`config.mk`:
```
export PLATFORM = sky130hd
export DESIGN_NAME = regression_sum_accumulator_flat
export DESIGN_NICKNAME = d
export VERILOG_FILES = /design/src/rtl/regression_pkg.sv /design/src/rtl/regression_sum_accumulator_if.sv /design/src/rtl/signed_accumulator.sv /design/src/rtl/regression_sum_accumulator.sv /design/src/flat_wrapper.sv
export SDC_FILE = /design/constraint.sdc
export NUM_CORES = 1
export LEC_CHECK = 0
export CAP_MARGIN = 40
export CORE_MARGIN = 3
export CORE_UTILIZATION = 34
export CTS_BUF_LIST = sky130_fd_sc_hd__clkbuf_4
export DETAILED_ROUTE_END_ITERATION = 8
export PLACE_DENSITY = 0.53
export SLEW_MARGIN = 20
export SYNTH_ARGS = -nofsm -noshare
export SYNTH_HDL_FRONTEND = slang
export SYNTH_SLANG_ARGS = --single-unit
```
`constraint.sdc`:
```
create_clock -name clk -period 8.2 [get_ports clk]
set_input_delay 1.64 -clock clk [delete_from_list [all_inputs] [get_ports clk]]
set_output_delay 1.64 -clock clk [all_outputs]
set_load 0.02 [all_outputs]
```
`src/rtl/regression_pkg.sv`:
```
// Shared widths and FSM encoding for the linear-regression datapath.
// The coefficient stage reuses these widths.
package regression_pkg;

  localparam int DATA_W     = 8;
  localparam int EXT_W      = 8;
  localparam int SUM_W      = DATA_W + EXT_W;
  localparam int PROD_SUM_W = 2 * DATA_W + EXT_W;

  typedef enum logic [2:0] {
    IDLE,
    CLR,
    RUN,
    DRAIN,
    DONE
  } state_t;

endpackage

```
`src/rtl/regression_sum_accumulator_if.sv`:
```
// Counter control, sample data and running-sum bundle for the sum accumulator.
// The accumulator side uses master; the counter/memory side uses slave. ACC_SUM_YY_EN adds sum_yy.
interface regression_sum_accumulator_if #(
  parameter int DATA_W = regression_pkg::DATA_W,
  parameter int EXT_W  = regression_pkg::EXT_W
);

  logic                              start;
  logic                              cnt_clr;
  logic                              cnt_en;
  logic                              cnt_cout;
  logic signed [DATA_W-1:0]          x_in;
  logic signed [DATA_W-1:0]          y_in;
  logic                              busy;
  logic                              done;
  logic signed [DATA_W+EXT_W-1:0]    sum_x;
  logic signed [DATA_W+EXT_W-1:0]    sum_y;
  logic signed [2*DATA_W+EXT_W-1:0]  sum_xx;
  logic signed [2*DATA_W+EXT_W-1:0]  sum_xy;
`ifdef ACC_SUM_YY_EN
  logic signed [2*DATA_W+EXT_W-1:0]  sum_yy;
`endif

  modport master (
    input  start, cnt_cout, x_in, y_in,
    output cnt_clr, cnt_en, busy, done, sum_x, sum_y, sum_xx, sum_xy
`ifdef ACC_SUM_YY_EN
    , output sum_yy
`endif
  );

  modport slave (
    output start, cnt_cout, x_in, y_in,
    input  cnt_clr, cnt_en, busy, done, sum_x, sum_y, sum_xx, sum_xy
`ifdef ACC_SUM_YY_EN
    , input sum_yy
`endif
  );

endinterface

```
`src/rtl/signed_accumulator.sv`:
```
// Two's-complement running sum: clear wins over add, wraps without saturation.
// One-cycle update; always accepts the operand when add_en is high.
module signed_accumulator #(
  parameter int W = 16
) (
  input  logic                clk,
  input  logic                rst,
  input  logic                clear,
  input  logic                add_en,
  input  logic signed [W-1:0] operand,
  output logic signed [W-1:0] sum
);

  always_ff @(posedge clk) begin
    if (!rst || clear) begin
      sum <= '0;
    end else if (add_en) begin
      sum <= sum + operand;
    end
  end

endmodule

```
`src/rtl/regression_sum_accumulator.sv`:
```
// Sequences one pass of the modulo counter and accumulates sum x, y, xx, xy (plus yy with ACC_SUM_YY_EN).
// Pass takes N+3 cycles from start to done; start is ignored while busy, no backpressure on samples.
module regression_sum_accumulator #(
  parameter int DATA_W = regression_pkg::DATA_W,
  parameter int EXT_W  = regression_pkg::EXT_W
) (
  input  logic                          clk,
  input  logic                          rst,
  regression_sum_accumulator_if.master  bus
);

  import regression_pkg::*;

  localparam int ACC_W  = DATA_W + EXT_W;
  localparam int PROD_W = 2 * DATA_W;
  localparam int PACC_W = PROD_W + EXT_W;

  state_t state;
  state_t state_nxt;
  logic   sample_vld;
  logic   acc_clr;

  always_ff @(posedge clk) begin
    if (!rst) begin
      state <= IDLE;
    end else begin
      state <= state_nxt;
    end
  end

  always_comb begin
    state_nxt   = state;
    bus.busy    = 1'b1;
    bus.cnt_en  = 1'b0;
    bus.cnt_clr = 1'b0;
    bus.done    = 1'b0;
    case (state)
      IDLE: begin
        bus.busy = 1'b0;
        if (bus.start) state_nxt = CLR;
      end
      CLR: begin
        bus.cnt_clr = 1'b1;
        state_nxt   = RUN;
      end
      RUN: begin
        bus.cnt_en = 1'b1;
        if (bus.cnt_cout) state_nxt = DRAIN;
      end
      DRAIN: begin
        state_nxt = DONE;
      end
      DONE: begin
        bus.done  = 1'b1;
        state_nxt = IDLE;
      end
      default: begin
        state_nxt = IDLE;
      end
    endcase
  end

  // Memory data lags its address by one cycle, so validity is cnt_en delayed.
  always_ff @(posedge clk) begin
    if (!rst || state == CLR) begin
      sample_vld <= 1'b0;
    end else begin
      sample_vld <= bus.cnt_en;
    end
  end

  assign acc_clr = (state == CLR);

  logic signed [PROD_W-1:0] xx_p;
  logic signed [PROD_W-1:0] xy_p;
  logic signed [ACC_W-1:0]  acc_x;
  logic signed [ACC_W-1:0]  acc_y;
  logic signed [PACC_W-1:0] acc_xx;
  logic signed [PACC_W-1:0] acc_xy;

  assign xx_p = PROD_W'(bus.x_in) * PROD_W'(bus.x_in);
  assign xy_p = PROD_W'(bus.x_in) * PROD_W'(bus.y_in);

  signed_accumulator #(.W(ACC_W)) u_acc_x (
    .clk(clk), .rst(rst), .clear(acc_clr), .add_en(sample_vld),
    .operand(ACC_W'(bus.x_in)), .sum(acc_x)
  );

  signed_accumulator #(.W(ACC_W)) u_acc_y (
    .clk(clk), .rst(rst), .clear(acc_clr), .add_en(sample_vld),
    .operand(ACC_W'(bus.y_in)), .sum(acc_y)
  );

  signed_accumulator #(.W(PACC_W)) u_acc_xx (
    .clk(clk), .rst(rst), .clear(acc_clr), .add_en(sample_vld),
    .operand(PACC_W'(xx_p)), .sum(acc_xx)
  );

  signed_accumulator #(.W(PACC_W)) u_acc_xy (
    .clk(clk), .rst(rst), .clear(acc_clr), .add_en(sample_vld),
    .operand(PACC_W'(xy_p)), .sum(acc_xy)
  );

  assign bus.sum_x  = acc_x;
  assign bus.sum_y  = acc_y;
  assign bus.sum_xx = acc_xx;
  assign bus.sum_xy = acc_xy;

`ifdef ACC_SUM_YY_EN
  logic signed [PROD_W-1:0] yy_p;
  logic signed [PACC_W-1:0] acc_yy;

  assign yy_p = PROD_W'(bus.y_in) * PROD_W'(bus.y_in);

  signed_accumulator #(.W(PACC_W)) u_acc_yy (
    .clk(clk), .rst(rst), .clear(acc_clr), .add_en(sample_vld),
    .operand(PACC_W'(yy_p)), .sum(acc_yy)
  );

  assign bus.sum_yy = acc_yy;
`endif

endmodule

```
`src/flat_wrapper.sv`:
```
// flat-port wrapper written by rule: the top's interface ports become plain ports
module regression_sum_accumulator_flat import regression_pkg::*;
#(
  parameter int DATA_W = regression_pkg::DATA_W,
  parameter int EXT_W  = regression_pkg::EXT_W
)
  (clk, rst, bus_start, bus_cnt_cout, bus_x_in, bus_y_in, bus_cnt_clr, bus_cnt_en, bus_busy, bus_done, bus_sum_x, bus_sum_y, bus_sum_xx, bus_sum_xy);
  regression_sum_accumulator_if #(.DATA_W(DATA_W), .EXT_W(EXT_W)) bus_i ();
  input  logic clk;
  input  logic rst;
  input wire logic [$bits(bus_i.start)-1:0] bus_start;
  input wire logic [$bits(bus_i.cnt_cout)-1:0] bus_cnt_cout;
  input wire logic [$bits(bus_i.x_in)-1:0] bus_x_in;
  input wire logic [$bits(bus_i.y_in)-1:0] bus_y_in;
  output wire logic [$bits(bus_i.cnt_clr)-1:0] bus_cnt_clr;
  output wire logic [$bits(bus_i.cnt_en)-1:0] bus_cnt_en;
  output wire logic [$bits(bus_i.busy)-1:0] bus_busy;
  output wire logic [$bits(bus_i.done)-1:0] bus_done;
  output wire logic [$bits(bus_i.sum_x)-1:0] bus_sum_x;
  output wire logic [$bits(bus_i.sum_y)-1:0] bus_sum_y;
  output wire logic [$bits(bus_i.sum_xx)-1:0] bus_sum_xx;
  output wire logic [$bits(bus_i.sum_xy)-1:0] bus_sum_xy;
  assign bus_i.start = bus_start;
  assign bus_i.cnt_cout = bus_cnt_cout;
  assign bus_i.x_in = bus_x_in;
  assign bus_i.y_in = bus_y_in;
  assign bus_cnt_clr = bus_i.cnt_clr;
  assign bus_cnt_en = bus_i.cnt_en;
  assign bus_busy = bus_i.busy;
  assign bus_done = bus_i.done;
  assign bus_sum_x = bus_i.sum_x;
  assign bus_sum_y = bus_i.sum_y;
  assign bus_sum_xx = bus_i.sum_xx;
  assign bus_sum_xy = bus_i.sum_xy;
  regression_sum_accumulator #(.DATA_W(DATA_W), .EXT_W(EXT_W)) u_core (.clk(clk), .rst(rst), .bus(bus_i));
endmodule
```
# == Yosys cells after proc, flatten, opt, wreduce, memory -nomap -nowiden ==
# Index checks and enable logic that the tools add are counted.
# totals
regBits,84
latchBits,0
ram_bits,0
romBits,0
output_inout_bits,84
word_cells,29
mem_count,0
# op_classes
n_addsub,4
multipliers,2
div,0
order_cmp,0
n_eq_ne,6
shifts,0
mux,7
bitwise_logic,0
n_reduce_logical,4
# op_table
cell,n
adder 24 x 16 -> 24 bit,2
adder 16 x 8 -> 16 bit,2
multiplier 8 x 8 -> 16 bit,2
case mux 3 bit (4 select lines),1
== test 3 x 2 -> 1 bit (second input constant),2
2-to-1 mux 3 bit,2
2-to-1 mux 1 bit,4
inequality test 2 bit (second input constant),2
== test 3 x 1 -> 1 bit (second input constant),1
== test 3 bit (second input constant),1
logical NOT 3 bit,1
AND reduction 2 bit,1
logical NOT 1 bit,1
logical OR 1 bit,1

# == Depth between registers and ports, before layout ==
# logic_depth
depth_word,3
depth_mapped,20
ltp_nobuf,19

# == By module ==
# From an unflattened synthesis, not the netlist that was laid out.
# hier_totals
cells_unflattened,1407
area_unflattened_um2,11825.1
# by_module_without_submodules
mod,n_inst,cells_each,area_each_um2
regression_sum_accumulator,1,561,4898.4
signed_accumulator at u_core.u_acc_xx ...,2,262,2118.3
signed_accumulator at u_core.u_acc_x ...,2,161,1345.0

# == Worst setup path after synthesis ==
# No wires, ideal clock.
# synth_timing
path_type,input-to-reg
startpoint,input port bus_x_in[7]
endpoint,register u_core.u_acc_xy.sum[13]
t_arrival_ns,6.899
path_slack_ns,1.184
cell_stages,17
n_path_buf,1
path_cell_list,clkbuf_1 -> and2_1 -> inv_1 -> fa_1 -> inv_1 -> fa_1 -> fa_1 -> fa_1 -> fa_1 -> ha_1 -> and2_4 -> a221oi_4 -> a21oi_2 -> o21a_1 -> o21a_1 -> or3_1 -> a32o_1
# synth_via
elab_chain_len,2
# synth_lines
item,line_no,text
"start, declared",flat_wrapper.sv:13,input wire logic [$bits(bus_i.x_in)-1:0] bus_x_in;
multiplier 8 x 8 -> 16 bit,regression_sum_accumulator.sv:82,assign xy_p = PROD_W'(bus.x_in) * PROD_W'(bus.y_in);
adder 24 x 16 -> 24 bit,signed_accumulator.sv:18,sum <= sum + operand;
"end signal, assigned",signed_accumulator.sv:18,
"end, declared",signed_accumulator.sv:11,output logic signed [W-1:0] sum
# No other way between the ends.
# A chain may end at the register's enable or synchronous reset.

# == Worst setup path in the final report ==
# layout_timing
startpoint,input port bus_x_in[7]
endpoint,register u_core.u_acc_xx.sum[23]
# layout_via
elab_chain_len,2
# layout_lines
item,line_no,text
multiplier 8 x 8 -> 16 bit,regression_sum_accumulator.sv:81,assign xx_p = PROD_W'(bus.x_in) * PROD_W'(bus.x_in);
adder 24 x 16 -> 24 bit,signed_accumulator.sv:18,
"end signal, assigned",signed_accumulator.sv:18,
"end, declared",signed_accumulator.sv:11,
# No other way between the ends.

==> results.md <==
* Required time at the endpoint of the critical path at 8.56 ns
* Count of non-filler cells in the finished layout at 1852
* Register-to-register path setup slack at 3.04 ns
* Clock slew at the register clock pins of the worst setup and hold paths at 0.16 ns
* Worst setup startpoint: bus_x_in[7]
* Avg Inst Size Synth at 9.51 sq um
* Final setup fails at 0
* Outcome: complete, no violations
* Hold path depth at 2
* Worst Tran Pin Value at 0.773 ns
* Cell row count at 68
* Worst Setup Start Kind: input port
* Number of iterations in the first detailed-routing pass at 5
* Placer's final routability congestion estimate at 0.849
* Static Leakage at 6.49 nW
* Number of max-capacitance violations reported at 0
* CTS tree: yes
* TritonCTS buffer count at 9
* #FFs+latches synth at 84
* Synth-to-Final Area Change at 14.7%
* Detailed placer's ending HPWL at 24100 um
* Launch instance of the worst min-delay path: u_core.u_acc_xx.sum[23]$_SDFFE_PP0P_
* Worst clock skew on the final layout at 0.0259 ns
* Clock network latency to the later pin of the worst-skew pair at 0.47 ns
* Number of buffers added for setup after CTS at 0
* Number of cells upsized or downsized after cts at 0
* Fill cell count at 3514
* Worst Hold Path EP: u_core.u_acc_xx.sum[23]$_SDFFE_PP0P_
* Final setup TNS at 0 ns
* Proportion of synthesized flip-flops having asynchronous set or reset at 0%
* Count of placed standard cells including taps at 1835
* Sink Count at 84
* Clock root buffer: sky130_fd_sc_hd__clkbuf_4
* Final worst-path cycle share at 85.8%
* Net count, final at 1758
* Post-synth EDFFs at 0
* Initial antenna violation count at 1
* Peak supply drop at 0.167 mV
* Relative slew slack at 48.4%
* Area used by multi-input combinational logic at 0.00978 sq mm
* DRT Wirelength at 29700 um
* Maximum number of pins on one net before global-route repair at 43
* Setup repair after global routing missed its margin: false
* Number of DRC markers after the initial detailed-route iteration at 415
* Largest fanout of any net on the critical path at 10
* Critical path start-end classification: in -> reg
* Wire length of the first global-routing pass at 51000 um
* Worst Setup End Kind: register
* Post-DR wirelength/cell at 16.0 um
* F_max at 142 MHz
* Synthesis Warnings at 0
* Synthesized area at 0.0123 sq mm
* Number of vias per cell at 4.94
* Number of I/O port buffers at 103
* Area of all sequential standard cells at 0.00169 sq mm
* Die H at 196 um
* Overall global routing resource usage at 16.4%
* Initial standard-cell utilization of the core at 34.9%
* Worst slack on hold paths at 0.492 ns
* Net count of the mapped netlist at 1654
* Startpoint of the worst-slack reg-to-reg timing path: u_core.u_acc_xy.sum[6]$_SDFFE_PP0P_
* Overall die width at 196 um
* Fraction of the yosys area taken by sequential cells at 13.7%
* Via count at 9144
* Synthesized instance count at 1288
* Global route overflow at 0
* R2R Path End: u_core.u_acc_xy.sum[19]$_SDFFE_PP0P_
* Number of nets with antenna violations after routing at 0
* Post-cts hold buffer count at 0
* Count of cells along the worst register-to-register path at 17
* # DRC at 0
* Core occupancy in the finished layout at 40.1%
* Share of final-layout standard cells stronger than drive strength 1 at 3.72%
* Count of pins on the block boundary at 104
* Max H-tree Level at 3
* Hold Fails Final Rpt at 0
* Max Root-Sink Buffers at 2
* Std-Cell Core Area at 0.0351 sq mm
* WP data arrival at 7.40 ns
* Synth unique cells at 57
* Max-slew violation count at 0
* Period minus WS final at 7.04 ns
* Total power per unit cell area at 295 mW/mm^2
* Commonest register cell after synthesis: sky130_fd_sc_hd__dfxtp_1
* Die outline area at 0.0383 sq mm
* Number of global-route vias before repair at 9738
* Worst min path class: reg -> reg
## layout by cell type, fill, tap and decap left out, drive strengths merged, types with 3 or more instances in the layout
master         count
fa               196
inv              179
ha               150
clkdlybuf4s50    103
nand2             94
nor2              91
dfxtp             84
xnor2             52
and2              52
a21oi             51
o21ai             45
mux2i             38
a21o              27
xor2              22
buf               21
nand2b            16
a211oi            15
nand3             15
nor2b             12
o211ai            12
nor3              12
o21a              11
clkbuf            10
a31oi              9
o21bai             8
and3               8
or3                6
nand4              6
or2                5
o2111ai            5
o31ai              4
a31o               4
nor3b              3
nand3b             3
## cell usage after synthesis (5+ instances only)
| cell | count | area, sq um |
|---|---|---|
| sky130_fd_sc_hd__a211oi_1 | 15 | 113 |
| sky130_fd_sc_hd__a21o_1 | 27 | 203 |
| sky130_fd_sc_hd__a21oi_1 | 50 | 250 |
| sky130_fd_sc_hd__a31oi_1 | 9 | 56.3 |
| sky130_fd_sc_hd__and2_1 | 51 | 319 |
| sky130_fd_sc_hd__and3_1 | 8 | 50.1 |
| sky130_fd_sc_hd__buf_1 | 7 | 26.3 |
| sky130_fd_sc_hd__clkbuf_1 | 23 | 86.3 |
| sky130_fd_sc_hd__dfxtp_1 | 84 | 1680 |
| sky130_fd_sc_hd__fa_1 | 196 | 3920 |
| sky130_fd_sc_hd__ha_1 | 150 | 1880 |
| sky130_fd_sc_hd__inv_1 | 179 | 672 |
| sky130_fd_sc_hd__mux2i_1 | 38 | 380 |
| sky130_fd_sc_hd__nand2_1 | 94 | 353 |
| sky130_fd_sc_hd__nand2b_1 | 16 | 100 |
| sky130_fd_sc_hd__nand3_1 | 15 | 75.1 |
| sky130_fd_sc_hd__nand4_1 | 6 | 37.5 |
| sky130_fd_sc_hd__nor2_1 | 91 | 342 |
| sky130_fd_sc_hd__nor2b_1 | 12 | 75.1 |
| sky130_fd_sc_hd__nor3_1 | 12 | 60.1 |
| sky130_fd_sc_hd__o2111ai_1 | 5 | 43.8 |
| sky130_fd_sc_hd__o211ai_1 | 12 | 90.1 |
| sky130_fd_sc_hd__o21a_1 | 11 | 82.6 |
| sky130_fd_sc_hd__o21ai_0 | 41 | 205 |
| sky130_fd_sc_hd__o21bai_1 | 8 | 60.1 |
| sky130_fd_sc_hd__or2_2 | 5 | 31.3 |
| sky130_fd_sc_hd__or3_1 | 6 | 37.5 |
| sky130_fd_sc_hd__xnor2_1 | 52 | 455 |
| sky130_fd_sc_hd__xor2_1 | 22 | 193 |
## stage by stage
step	setup WS (ns)	cell area [sq um]	total power, mW
5_1_grt	0.882	14100	4.73
6_report	1.16	14100	4.15
3_3_place_gp	0.724	13900	3.85
2_1_floorplan	1.18	12300	3.14
3_5_place_dp	0.637	13900	3.86
4_1_cts	1.19	14000	4.20
## metal layers
metal,GRT usage (%),wire [um],up-vias,share of wire [%]
li1,-,-,4441,-
met1,22.9,14500,4540,49
met2,28.0,14000,142,47
met3,1.70,824,21,2.8
met4,2.80,334,0,1.1
met5,0,0,-,0
## worst max-delay path by stage
stage / to / slack, ns / cells past startpoint
final: u_core.u_acc_xx.sum[23]$_SDFFE_PP0P_ / 1.16 / 19
after global routing: u_core.u_acc_xx.sum[23]$_SDFFE_PP0P_ / 0.88 / 19
after CTS: u_core.u_acc_xx.sum[23]$_SDFFE_PP0P_ / 1.19 / 19
after detailed placement: u_core.u_acc_xx.sum[23]$_SDFFE_PP0P_ / 0.64 / 19
after global placement: u_core.u_acc_xx.sum[23]$_SDFFE_PP0P_ / 0.72 / 19
after floorplan: u_core.u_acc_xy.sum[13]$_SDFFE_PP0P_ / 1.18 / 17
## kinds of logic (layout without fill, tap and decap cells)
kind of cell             after synthesis  in the layout  synth area share, %
adder cells (fa/ha/maj)              346            346                 47.3
AND/OR/NAND/NOR                      326            326                 12.7
buffers and inverters                210            318                 6.44
AO/OA/AOI/OAI                        209            209                 11.3
flip-flops                            84             84                 13.7
XOR/XNOR                              74             74                 5.29
multiplexers                          39             39                 3.20
other                                  0              1                    0
## layout make-up
type / instances / area share (%)
Antenna cell: 1 / 0.0178
Tap cell: 455 / 4.05
Sequential cell: 84 / 12.0
Clock buffer: 10 / 0.534
Multi-Input combinational cell: 994 / 69.6
Inverter: 179 / 4.78
Clock inverter: 5 / 0.561
Timing Repair Buffer: 124 / 8.46
## sequential cells by signal, summed over array words and instances (netlist names)
| register | count |
|---|---|
| u_core.u_acc_x.sum | 16 |
| u_core.u_acc_y.sum | 16 |
| u_core.u_acc_xx.sum | 24 |
| u_core.u_acc_xy.sum | 24 |
| u_core.state | 3 |
| u_core.sample_vld | 1 |
## worst max-delay path: stages
cell,delay [ns]
sky130_fd_sc_hd__clkdlybuf4s50_1,0.77
sky130_fd_sc_hd__buf_4,0.26
sky130_fd_sc_hd__nand2_1,0.11
sky130_fd_sc_hd__fa_1,0.63
sky130_fd_sc_hd__inv_1,0.31
sky130_fd_sc_hd__fa_1,0.47
sky130_fd_sc_hd__inv_1,0.09
sky130_fd_sc_hd__fa_1,0.39
sky130_fd_sc_hd__inv_1,0.08
sky130_fd_sc_hd__fa_1,0.40
sky130_fd_sc_hd__ha_1,0.28
sky130_fd_sc_hd__ha_1,0.34
sky130_fd_sc_hd__and3_1,0.25
sky130_fd_sc_hd__nor2b_1,0.15
sky130_fd_sc_hd__o31a_1,0.25
sky130_fd_sc_hd__a311oi_2,0.49
sky130_fd_sc_hd__o221ai_1,0.21
sky130_fd_sc_hd__xnor2_1,0.18
sky130_fd_sc_hd__o21ai_1,0.07
## where the power goes
part	total (mW)	internal, mW	switching [mW]
clock network	0.296	0.125	0.171
registers	0.482	0.437	0.0444
logic	3.37	1.50	1.87
No activity file was read; power rests on OpenSTA's default activity.
